[src/rtl/demux_1_to_4_deser_if.sv]
// Bus bundle between a serial bit source and demux_1_to_4_deser.
// master: drives in_bit/in_valid/sel/frame_sync; slave: drives out/out_valid/cur_sel/dup_err.
interface demux_1_to_4_deser_if #(
    parameter int LANES = 4,
    parameter int SEL_W = 2
);
    logic             in_bit;
    logic             in_valid;
    logic [SEL_W-1:0] sel;
    logic             frame_sync;
    logic [LANES-1:0] out;
    logic             out_valid;
    logic [SEL_W-1:0] cur_sel;
    logic             dup_err;

    modport master (
        output in_bit, in_valid, sel, frame_sync,
        input  out, out_valid, cur_sel, dup_err
    );

    modport slave (
        input  in_bit, in_valid, sel, frame_sync,
        output out, out_valid, cur_sel, dup_err
    );
endinterface

[src/rtl/demux_1_to_4_deser.sv]
// Registered 1-to-LANES deserialiser: steers serial bits into lanes, publishes a word when all lanes are fresh.
// Ports: clk, rst (sync, active-high), bus (slave: in_bit/in_valid/sel/frame_sync in; out/out_valid/cur_sel/dup_err out).
module demux_1_to_4_deser #(
    parameter int LANES    = 4,
    parameter int SEL_W    = 2,
    parameter int AUTO_SEL = 1
) (
    input  logic                   clk,
    input  logic                   rst,
    demux_1_to_4_deser_if.slave    bus
);
    logic [LANES-1:0] shadow_q;
    logic [LANES-1:0] mask_q;
    logic [SEL_W-1:0] cnt_q;
    logic [SEL_W-1:0] sel_q;
    logic [LANES-1:0] out_q;
    logic             out_valid_q;
    logic             dup_err_q;

    logic [SEL_W-1:0] lane;
    logic [LANES-1:0] mask_base;
    logic [LANES-1:0] shadow_base;
    logic [LANES-1:0] mask_nx;
    logic [LANES-1:0] shadow_nx;
    logic             dup;
    logic             full;

    always_comb begin
        lane        = '0;
        mask_base   = mask_q;
        shadow_base = shadow_q;
        dup         = 1'b0;
        if (!bus.frame_sync) begin
            lane = (AUTO_SEL != 0) ? cnt_q : bus.sel;
            dup  = mask_q[lane];
        end else begin
            // a frame start discards whatever partial frame was collected
            mask_base   = '0;
            shadow_base = '0;
        end
        mask_nx         = mask_base;
        mask_nx[lane]   = 1'b1;
        shadow_nx       = shadow_base;
        shadow_nx[lane] = bus.in_bit;
        // a duplicate leaves the mask unchanged, so it can never complete a frame
        full = &mask_nx;
    end

    always_ff @(posedge clk) begin
        if (rst) begin
            shadow_q    <= '0;
            mask_q      <= '0;
            cnt_q       <= '0;
            sel_q       <= '0;
            out_q       <= '0;
            out_valid_q <= 1'b0;
            dup_err_q   <= 1'b0;
        end else begin
            out_valid_q <= 1'b0;
            dup_err_q   <= 1'b0;
            if (bus.in_valid) begin
                shadow_q  <= shadow_nx;
                mask_q    <= full ? '0 : mask_nx;
                dup_err_q <= dup;
                sel_q     <= bus.sel;
                if (AUTO_SEL != 0) begin
                    // LANES is a power of two, so the counter wraps on its own
                    cnt_q <= lane + 1'b1;
                end
                if (full) begin
                    out_q       <= shadow_nx;
                    out_valid_q <= 1'b1;
                end
            end
        end
    end

    assign bus.out       = out_q;
    assign bus.out_valid = out_valid_q;
    assign bus.dup_err   = dup_err_q;
    assign bus.cur_sel   = (AUTO_SEL != 0) ? cnt_q : sel_q;
endmodule

[src/flat_wrapper.sv]
// flat-port wrapper written by rule: the top's interface ports become plain ports
module demux_1_to_4_deser_flat 
#(
    parameter int LANES    = 4,
    parameter int SEL_W    = 2,
    parameter int AUTO_SEL = 1
)
  (clk, rst, bus_in_bit, bus_in_valid, bus_sel, bus_frame_sync, bus_out, bus_out_valid, bus_cur_sel, bus_dup_err);
  demux_1_to_4_deser_if #(.LANES(LANES), .SEL_W(SEL_W)) bus_i ();
  input  logic clk;
  input  logic rst;
  input wire logic [$bits(bus_i.in_bit)-1:0] bus_in_bit;
  input wire logic [$bits(bus_i.in_valid)-1:0] bus_in_valid;
  input wire logic [$bits(bus_i.sel)-1:0] bus_sel;
  input wire logic [$bits(bus_i.frame_sync)-1:0] bus_frame_sync;
  output wire logic [$bits(bus_i.out)-1:0] bus_out;
  output wire logic [$bits(bus_i.out_valid)-1:0] bus_out_valid;
  output wire logic [$bits(bus_i.cur_sel)-1:0] bus_cur_sel;
  output wire logic [$bits(bus_i.dup_err)-1:0] bus_dup_err;
  assign bus_i.in_bit = bus_in_bit;
  assign bus_i.in_valid = bus_in_valid;
  assign bus_i.sel = bus_sel;
  assign bus_i.frame_sync = bus_frame_sync;
  assign bus_out = bus_i.out;
  assign bus_out_valid = bus_i.out_valid;
  assign bus_cur_sel = bus_i.cur_sel;
  assign bus_dup_err = bus_i.dup_err;
  demux_1_to_4_deser #(.LANES(LANES), .SEL_W(SEL_W), .AUTO_SEL(AUTO_SEL)) u_core (.clk(clk), .rst(rst), .bus(bus_i));
endmodule
[config.mk]
export PLATFORM = sky130hd
export DESIGN_NAME = demux_1_to_4_deser_flat
export DESIGN_NICKNAME = d
export VERILOG_FILES = /design/src/rtl/demux_1_to_4_deser_if.sv /design/src/rtl/demux_1_to_4_deser.sv /design/src/flat_wrapper.sv
export SDC_FILE = /design/constraint.sdc
export NUM_CORES = 1
export LEC_CHECK = 0
export ABC_AREA = 1
export CORE_MARGIN = 1.5
export CORE_UTILIZATION = 40
export DETAILED_ROUTE_END_ITERATION = 10
export REMOVE_ABC_BUFFERS = 1
export SLEW_MARGIN = 20
export SYNTH_ARGS = -nofsm -noshare
export SYNTH_HDL_FRONTEND = slang
export SYNTH_SLANG_ARGS = --single-unit
[constraint.sdc]
create_clock -name clk -period 2 [get_ports clk]
set_clock_uncertainty 0.2 [all_clocks]
set_input_delay 0.2 -clock clk [delete_from_list [all_inputs] [get_ports clk]]
set_output_delay 0.2 -clock clk [all_outputs]
set_load 0.02 [all_outputs]
Yosys cells after proc, flatten, opt, wreduce, memory -nomap -nowiden
Cells that the tools add are included.

cells by class
  $add $sub $neg = 1
  $lt $le $gt $ge = 3
  multiplexer cells = 10
  bitwise logic cells = 2
  reductions and logical operators = 5

operators with widths
  cell                                                                    number
  4-bit 2-to-1 mux                                                        3
  2-bit by 3-bit < comparator with 1-bit output (second input constant)   2
  5-bit AND reduction                                                     1
  4-bit bitwise mux                                                       1
  4-bit OR                                                                1
  4-bit AND reduction                                                     1
  1-bit 2-to-1 mux                                                        3
  3-bit OR reduction                                                      1
  2-bit by 1-bit adder with 2-bit output (second input constant)          1
  1-bit binary-select mux with 2-bit select                               1
  1-bit demux with 2-bit select                                           1
  2-bit by 1-bit >= comparator with 1-bit output (second input constant)  1
  2-bit 2-to-1 mux                                                        1
  2-bit OR reduction                                                      1
  1-bit logical AND                                                       1
  1-bit NOT                                                               1

word-level totals
  flip-flop bits (word level) = 16
  output and inout bits = 8
  word-level logic and storage cells = 27

Logic depth before layout (Yosys ltp)
  depth in word-level cells = 8
  gate-level depth with buffers = 11
  gate-level depth less buffers = 11

Worst setup path after synthesis
Ideal clock, no wire load.

  path type = reg2reg
  start = register u_core.cnt_q[0], in the netlist u_core.bus.cur_sel[0]
  end = register u_core.out_q[1], in the netlist u_core.bus.out[1]
  arrival = 1.493 ns
  data required time = 1.686 ns
  slack = 0.193 ns
  stages on the path, launching flop included = 11
  buffers on the path = 0
  period minus slack after synthesis = 1.807 ns
  cells stage by stage = dfxtp_1 inv_1 nor2_1 inv_1 ha_1 inv_1 nand2_4 nand2_4 nor2_8 a21oi_1 nor2_1

between the ends
  cells in the longest elaborated chain, start to end = 7
  elaborated cells on any way between the ends = 9
  classes of those cells = order compare: 2; mux: 4; bitwise: 1; reduce/logical: 2

ends and longest elaborated chain
  item                                                                                                                                   RTL line                                            text
  start: declaration                                                                                                                     demux_1_to_4_deser.sv:14                            logic [SEL_W-1:0] cnt_q;
  start signal: assignment                                                                                                               demux_1_to_4_deser.sv:68                            cnt_q <= lane + 1'b1;
  2-bit 2-to-1 mux *                                                                                                                     demux_1_to_4_deser.sv:33                            if (!bus.frame_sync) begin
  2-bit by 3-bit < comparator with 1-bit output (implied by the code) or 2-bit by 1-bit >= comparator with 1-bit output (tied branches)  demux_1_to_4_deser.sv:42, demux_1_to_4_deser.sv:44
  1-bit logical AND (implied by the code)                                                                                                demux_1_to_4_deser.sv:42, demux_1_to_4_deser.sv:44
  1-bit 2-to-1 mux (implied by the code)                                                                                                 demux_1_to_4_deser.sv:42, demux_1_to_4_deser.sv:44
  1-bit demux with 2-bit select *                                                                                                        --
  4-bit OR (no line)                                                                                                                     --
  5-bit AND reduction (no line)                                                                                                          --
  end signal: assignment                                                                                                                 demux_1_to_4_deser.sv:71                            out_q <= shadow_nx;
  end: declaration                                                                                                                       demux_1_to_4_deser.sv:16                            logic [LANES-1:0] out_q;

Every way passes the cells marked *; elsewhere a longest branch is shown, timed or not.
A chain may end at the register's enable or synchronous reset.

Worst setup path in the final report
  start = register u_core.cnt_q[0], in the netlist u_core.bus.cur_sel[0]
  end = register u_core.out_q[2], in the netlist u_core.bus.out[2]

Same word-level chain as after synthesis.

==> metrics.md <==
| Metric | Value |
|---|---|
| Status | `completed` |
| Fin. Hold Viols | `0` |
| Mapped Cells | `around 120` |
| Clk sink count | `16` |
| Core Area | `between 2000 and 2500 um^2` |
| Post-DP HPWL | `about 1500 um` |
| Number of post-CTS setup repair buffers | `0` |
| Routed vias/inst | `between 4 and 5` |
| Achievable clock frequency | `between 500 and 600 MHz` |
| R2R depth | `10` |
| Crit-path max FO | `5` |
| Synth cell types | `20` |
| CTS tree | `yes` |
| WL per Instance | `10.88 um` |
| Seq/Total Area, Yosys | `a little over a third` |
| Worst skew pair latency | `around 0.28 ns` |
| Remaining global-route overflow | `0` |
| H-tree Lvls | `1` |
| Crit path DAT | `around 1.8 ns` |
| Site row count | `16` |
| Simple-gate share of the synthesized area | `about 37%` |
| Adder-Cell Fraction of Synth Area | `between 5 and 6%` |
| Startpoint types | `flop` |
| Reg clk slew, reported paths | `0.10 ns` |
| Post-synthesis mux area share | `0%` |
| Post-Syn Area | `around 900 um^2` |
| Worst R2R End | `u_core.bus.out[2]` |
| Slew HR | `between 70% and 80%` |
| Initial antenna violation count | `0` |
| Pwr Density | `a little over 600 nW/um^2` |
| Port Buf Inserts | `12` |
| Die Ht | `~50 um` |
| Ys Warns | `0` |
| GRT Resource Usage Total | `between 10% and 20%` |
| Worst Hold Launch | `u_core.bus.out[2]` |
| First-pass GRT wire length | `between 3000 and 4000 um` |
| Worst Tran Pin Value | `0.3139 ns` |
| Crit Reg-Reg Startpoint | `u_core.bus.cur_sel[0]` |
| Post-synthesis compound-gate area fraction | `around an eighth` |
| Total Wirelength | `1872 um` |
| IO Pins | `15` |
| Initial DRT Pass Iterations | `4` |
| Antenna cells | `0` |
| Final setup viols | `0` |
| TritonCTS Buffers | `3` |
| Clock root cell | `clkbuf_4` |
| Critical path capture point type | `flop` |
| Synth-to-layout area growth | `27.72%` |
| Worst path required time | `just under 2 ns` |
| Vias | `~820` |
| Mean post-synth cell area | `roughly 7.4 um^2` |
| Main combinational cell family by area after synthesis | `simple AND/OR/NAND/NOR gates` |
| Min Tclk post-route | `roughly 1.8 ns` |
| Pleak | `between 0.5 and 0.6 nW` |
| Fill cell count | `approximately 220` |
| Iter 0 DRT Violations | `6` |
| Max cap viols | `0` |
| Longest Clk Path Bufs | `2` |
| Hold Path Stages | `2` |
| Worst VDD drop | `between 0.0004 and 0.0005 V` |
| Hold WC Path Type | `reg2reg` |
| Die X-Extent | `50.39 um` |
| RSZ-0062 raised after global routing | `false` |
| Initial Util | `~44%` |
| Synthesized flop and latch total | `16` |
| Crit path launch | `u_core.bus.cur_sel[0]` |
| Hold buffer count at CTS | `0` |
| Synth Area in XOR/XNOR | `0%` |
| Largest net degree at the start of global routing | `11` |
| Final worst-path cycle share | `89.87%` |
| Hold WS | `just under 0.3 ns` |
| Pwr Total | `~0.0007 W` |
| Die area | `about 2500 um^2` |
| Share of post-route cells with drive strength above 1 | `about a quarter` |
| Final nets | `157` |
| Antenna Nets Post-Route | `0` |
| Placed Instance Area | `between 1000 and 1500 um^2` |
| Critical Setup Path Class | `reg2reg` |
| Post-CTS sizing | `0` |
| R2R Setup Slk | `slightly above 0.2 ns` |
| Pins Over Slew Limit | `0` |
| Gpl congestion | `about 0.80` |
| Fin area | `between 1000 and 1500 um^2` |
| Final design utilization | `a little under three fifths` |
| DRC errors left | `0` |
| Hold endpoint | `u_core.bus.out[2]` |
| Vias in the first global route | `a little over 800` |
## registers in the layout, summed over array words and instances, names as in the netlist
register and cells:
u_core.bus.cur_sel 2, u_core.bus.dup_err 1, u_core.bus.out 4, u_core.mask_q 4, u_core.shadow_q 4, u_core.bus.out_valid 1
## cell families after synthesis
family	after synthesis
compound gates	20
simple gates	63
buf+inv	18
flops	16
fa+ha+maj	4
## synth_stat cells
cell / instances / share of area [%]
inv_1: 13 / 5.4
o21ai_0: 8 / 4.5
o21ai_1: 6 / 3.3
nand2_4: 6 / 7.5
nand3_1: 2 / 1.1
nor2_1: 26 / 11
buf_4: 1 / 0.84
nand2_1: 15 / 6.3
nor2_8: 1 / 2.2
ha_1: 4 / 5.6
nand4_1: 2 / 1.4
buf_6: 1 / 1.3
a211oi_2: 1 / 1.4
inv_2: 1 / 0.42
a21oi_1: 5 / 2.8
nand2_2: 5 / 3.5
dfxtp_1: 16 / 36
nor2_2: 5 / 3.5
nand3_2: 1 / 1.1
inv_4: 2 / 1.4
## worst max path at each step
stage	to	slack (ns)	cells after the start
after global placement	u_core.bus.out[2]	-0.02	10
after global routing	u_core.bus.out[2]	0.06	10
after CTS	u_core.bus.out[2]	0.11	10
after floorplan	u_core.bus.out[1]	0.19	10
after detailed placement	u_core.bus.out[1]	-0.04	10
final	u_core.bus.out[2]	0.20	10
## metrics by stage
step | setup slack, ns | std cells | TNS [ns]
floorplan | 0.1933 | 119 | 0
global placement | -0.02484 | 168 | -0.06713
detailed placement | -0.03505 | 168 | -0.1879
CTS | 0.1115 | 172 | 0
global route | 0.06248 | 172 | 0
finish | 0.2026 | 172 | 0
## report_power, final
part	internal [W]	switching (W)
sequential	0.000333	0.0000134
clock	0.000111	0.000108
combinational	0.0000557	0.0000736
## area by class of cell
cell class | instances | area, um^2 | area share [%]
Clock buffer | 4 | 36.28 | 3.162
Inverter | 16 | 65.06 | 5.671
Multi-Input combinational cell | 87 | 496.7 | 43.29
Sequential cell | 16 | 320.3 | 27.92
Tap cell | 27 | 33.78 | 2.944
Timing Repair Buffer | 22 | 195.2 | 17.01
## worst max-delay path, stage by stage (launching register included)
cell and delay, ns:
dfxtp_1 0.41, inv_1 0.10, nor2_2 0.18, inv_1 0.09
ha_1 0.22, inv_1 0.08, o21ai_0 0.08, nor2_1 0.17
nand2_1 0.08, nand2_1 0.06, nor2_1 0.04
## routing by layer
metal	track usage (%)	share of wire, %	vias to the layer above
li1	-	-	424
met2	31.80	48	18
met5	0	0	-
met1	21.67	48	374
met3	3.571	3.8	0
met4	5.856	0	0
## cell usage in the layout (no fill, tap or decap), drive strengths merged
cell           synthesis  final
o21ai                 14     14
nor2                  32     32
clkbuf                 0      4
buf                    2     10
nand2                 26     26
a21oi                  5      5
dfxtp                 16     16
inv                   16     16
clkdlybuf4s50          0     12
nand4                  2      2
ha                     4      4
nand3                  3      3
a211oi                 1      1
Note: power is estimated with default switching activity, not from simulation.
==> variant: new RTL, same flow settings <==
`LANES` is set to 4 in 3 places; all go to 8.
--- a/src/rtl/demux_1_to_4_deser_if.sv
+++ b/src/rtl/demux_1_to_4_deser_if.sv
@@ -1,7 +1,7 @@
 // Bus bundle between a serial bit source and demux_1_to_4_deser.
 // master: drives in_bit/in_valid/sel/frame_sync; slave: drives out/out_valid/cur_sel/dup_err.
 interface demux_1_to_4_deser_if #(
-    parameter int LANES = 4,
+    parameter int LANES = 8,
     parameter int SEL_W = 2
 );
     logic             in_bit;
--- a/src/rtl/demux_1_to_4_deser.sv
+++ b/src/rtl/demux_1_to_4_deser.sv
@@ -1,7 +1,7 @@
 // Registered 1-to-LANES deserialiser: steers serial bits into lanes, publishes a word when all lanes are fresh.
 // Ports: clk, rst (sync, active-high), bus (slave: in_bit/in_valid/sel/frame_sync in; out/out_valid/cur_sel/dup_err out).
 module demux_1_to_4_deser #(
-    parameter int LANES    = 4,
+    parameter int LANES    = 8,
     parameter int SEL_W    = 2,
     parameter int AUTO_SEL = 1
 ) (
--- a/src/flat_wrapper.sv
+++ b/src/flat_wrapper.sv
@@ -1,7 +1,7 @@
 // flat-port wrapper written by rule: the top's interface ports become plain ports
 module demux_1_to_4_deser_flat 
 #(
-    parameter int LANES    = 4,
+    parameter int LANES    = 8,
     parameter int SEL_W    = 2,
     parameter int AUTO_SEL = 1
 )
Interface: changed (resized bus_out); port bits go from 15 to 19. The function was not compared with the original's and may differ.
==> variant against the unedited design <==
- wire length up 53%
- synthesized area up 48%
- via count up 44%
- maximum frequency down 5.5%
- first-iteration DRC count rose to 7.0 times the old value
- highest routed layer is now met4
- sequential cell count up 12
- global-route usage down 0.72 points
- total power up 43%
- setup slack worse by 0.10 ns
- sequential power up 68%
- combinational power up 4%
- critical endpoint is now bus_cur_sel[1]
- cell area up 43%
==> variant: results (changes against the unedited design) <==
Final core occ: 52.86% (-3.3 points)
P_int: 738.0 uW (+48%)
Met3 WL: 69 um (-4.2%)
Crit-path max FO: 6 (+1)
Crit path DAT: 1.50 ns (-0.29 ns)
Synth top cells by count: 43 x nand2_1, 34 x nor2_1, 28 x dfxtp_1
CP Launch Point: u_core.bus.cur_sel[1]
DP Area: 0.001583 mm^2 (+43%)
Fraction of layout cells with a size suffix above 1: 14.88% (-11 points)
Metal2 WL: 1381 um (+53%)
First-pass GRT wire length: 4774 um (+36%)
Post-synth cell types: 25 (+25%)
Top layer in use: met4
Leak: 0.0007297 uW (+31%)
Fin nets: 225 (+43%)
Final RePlAce weighted congestion: 0.8587 (+6.9%)
Slew headroom: 66.79% (-12 points)
Status: completed
Crit path max-delay cell type: clkdlybuf4s50_1
Vias in the first global route: 1,131 (+36%)
Clock-pin slew of the registers on the worst-case setup and hold paths: 0.15 ns (+0.05 ns)
Hpwl dp: 2071 um (+42%)
Min-delay src: u_core.shadow_q[4]
Clk_lat worst skew: 0.33 ns (+0.05 ns)
WL/cell: 11.09 um (+1.9%)
CP max stage delay: 0.60 ns (+0.19 ns)
Maximum vdd drop: 335.4 uV (-27%)
Largest net degree at the start of global routing: 17 (+6)
DR vias: 1,173 (+44%)
==> variant: cell count changes in the layout (fill, tap and decap cells not counted), moves of 5 or more <==
cell     delta
dfxtp_1    +11
o21ai_1     -6
inv_1      +14
o21ai_0     +5
nor2_1      +9
nand3_1     +5
nor2_2      -6
nand2_1    +28
nand2_4     -5
==> variant: final timing paths <==
path,slack [ns],cells after the start,end
setup / recovery,0.1,2,bus_cur_sel[1]
hold / removal,0.26,2,u_core.shadow_q[4]
setup reg to reg,0.26,11,u_core.bus.out[6]
hold reg to reg,0.26,2,u_core.shadow_q[4]
==> variant: timing repair <==
item | in CTS | in global routing
endpoints found under the setup margin | 0 | 14
resized for setup | 0 | 3
hold buffers | 0 | 0
==> variant: power by group through the flow <==
stage	registers (uW)	logic (uW)	clock network [uW]
after CTS	583	131	291
after global routing	585	148	308
after global placement	595	129	0
after floorplan	600	64.2	0
final	583	134	280
after detailed placement	595	130	0
==> variant: routing by layer <==
| metal | global-route usage (%) | up-vias |
|---|---|---|
| met3 | 1.919 | 6 |
| met1 | 21.70 | 515 |
| met2 | 29.80 | 24 |
| met5 | 0 | - |
| li1 | - | 628 |
| met4 | 7.453 | 0 |
==> variant: through the flow <==
stage	power, uW	cells
floorplan	663.7	181
global placement	723.7	254
detailed placement	724.8	254
CTS	1004	258
global route	1041	259
finish	996.2	259
==> variant: cells by family (layout without fill, tap and decap cells) <==
logic type	after synthesis	after routing	synth area share (%)
simple gates	99	100	33.18
flops	28	28	42.11
buf+inv	36	62	12.97
fa+ha+maj	2	2	1.879
compound gates	23	23	9.869
==> variant: layout make-up <==
cell class | count | area share, %
inverter | 29 | 6.789
tap | 44 | 3.356
sequential | 28 | 34.25
timing repair buffer | 29 | 15.71
clock buffer | 4 | 2.212
multi-input combinational | 125 | 37.68
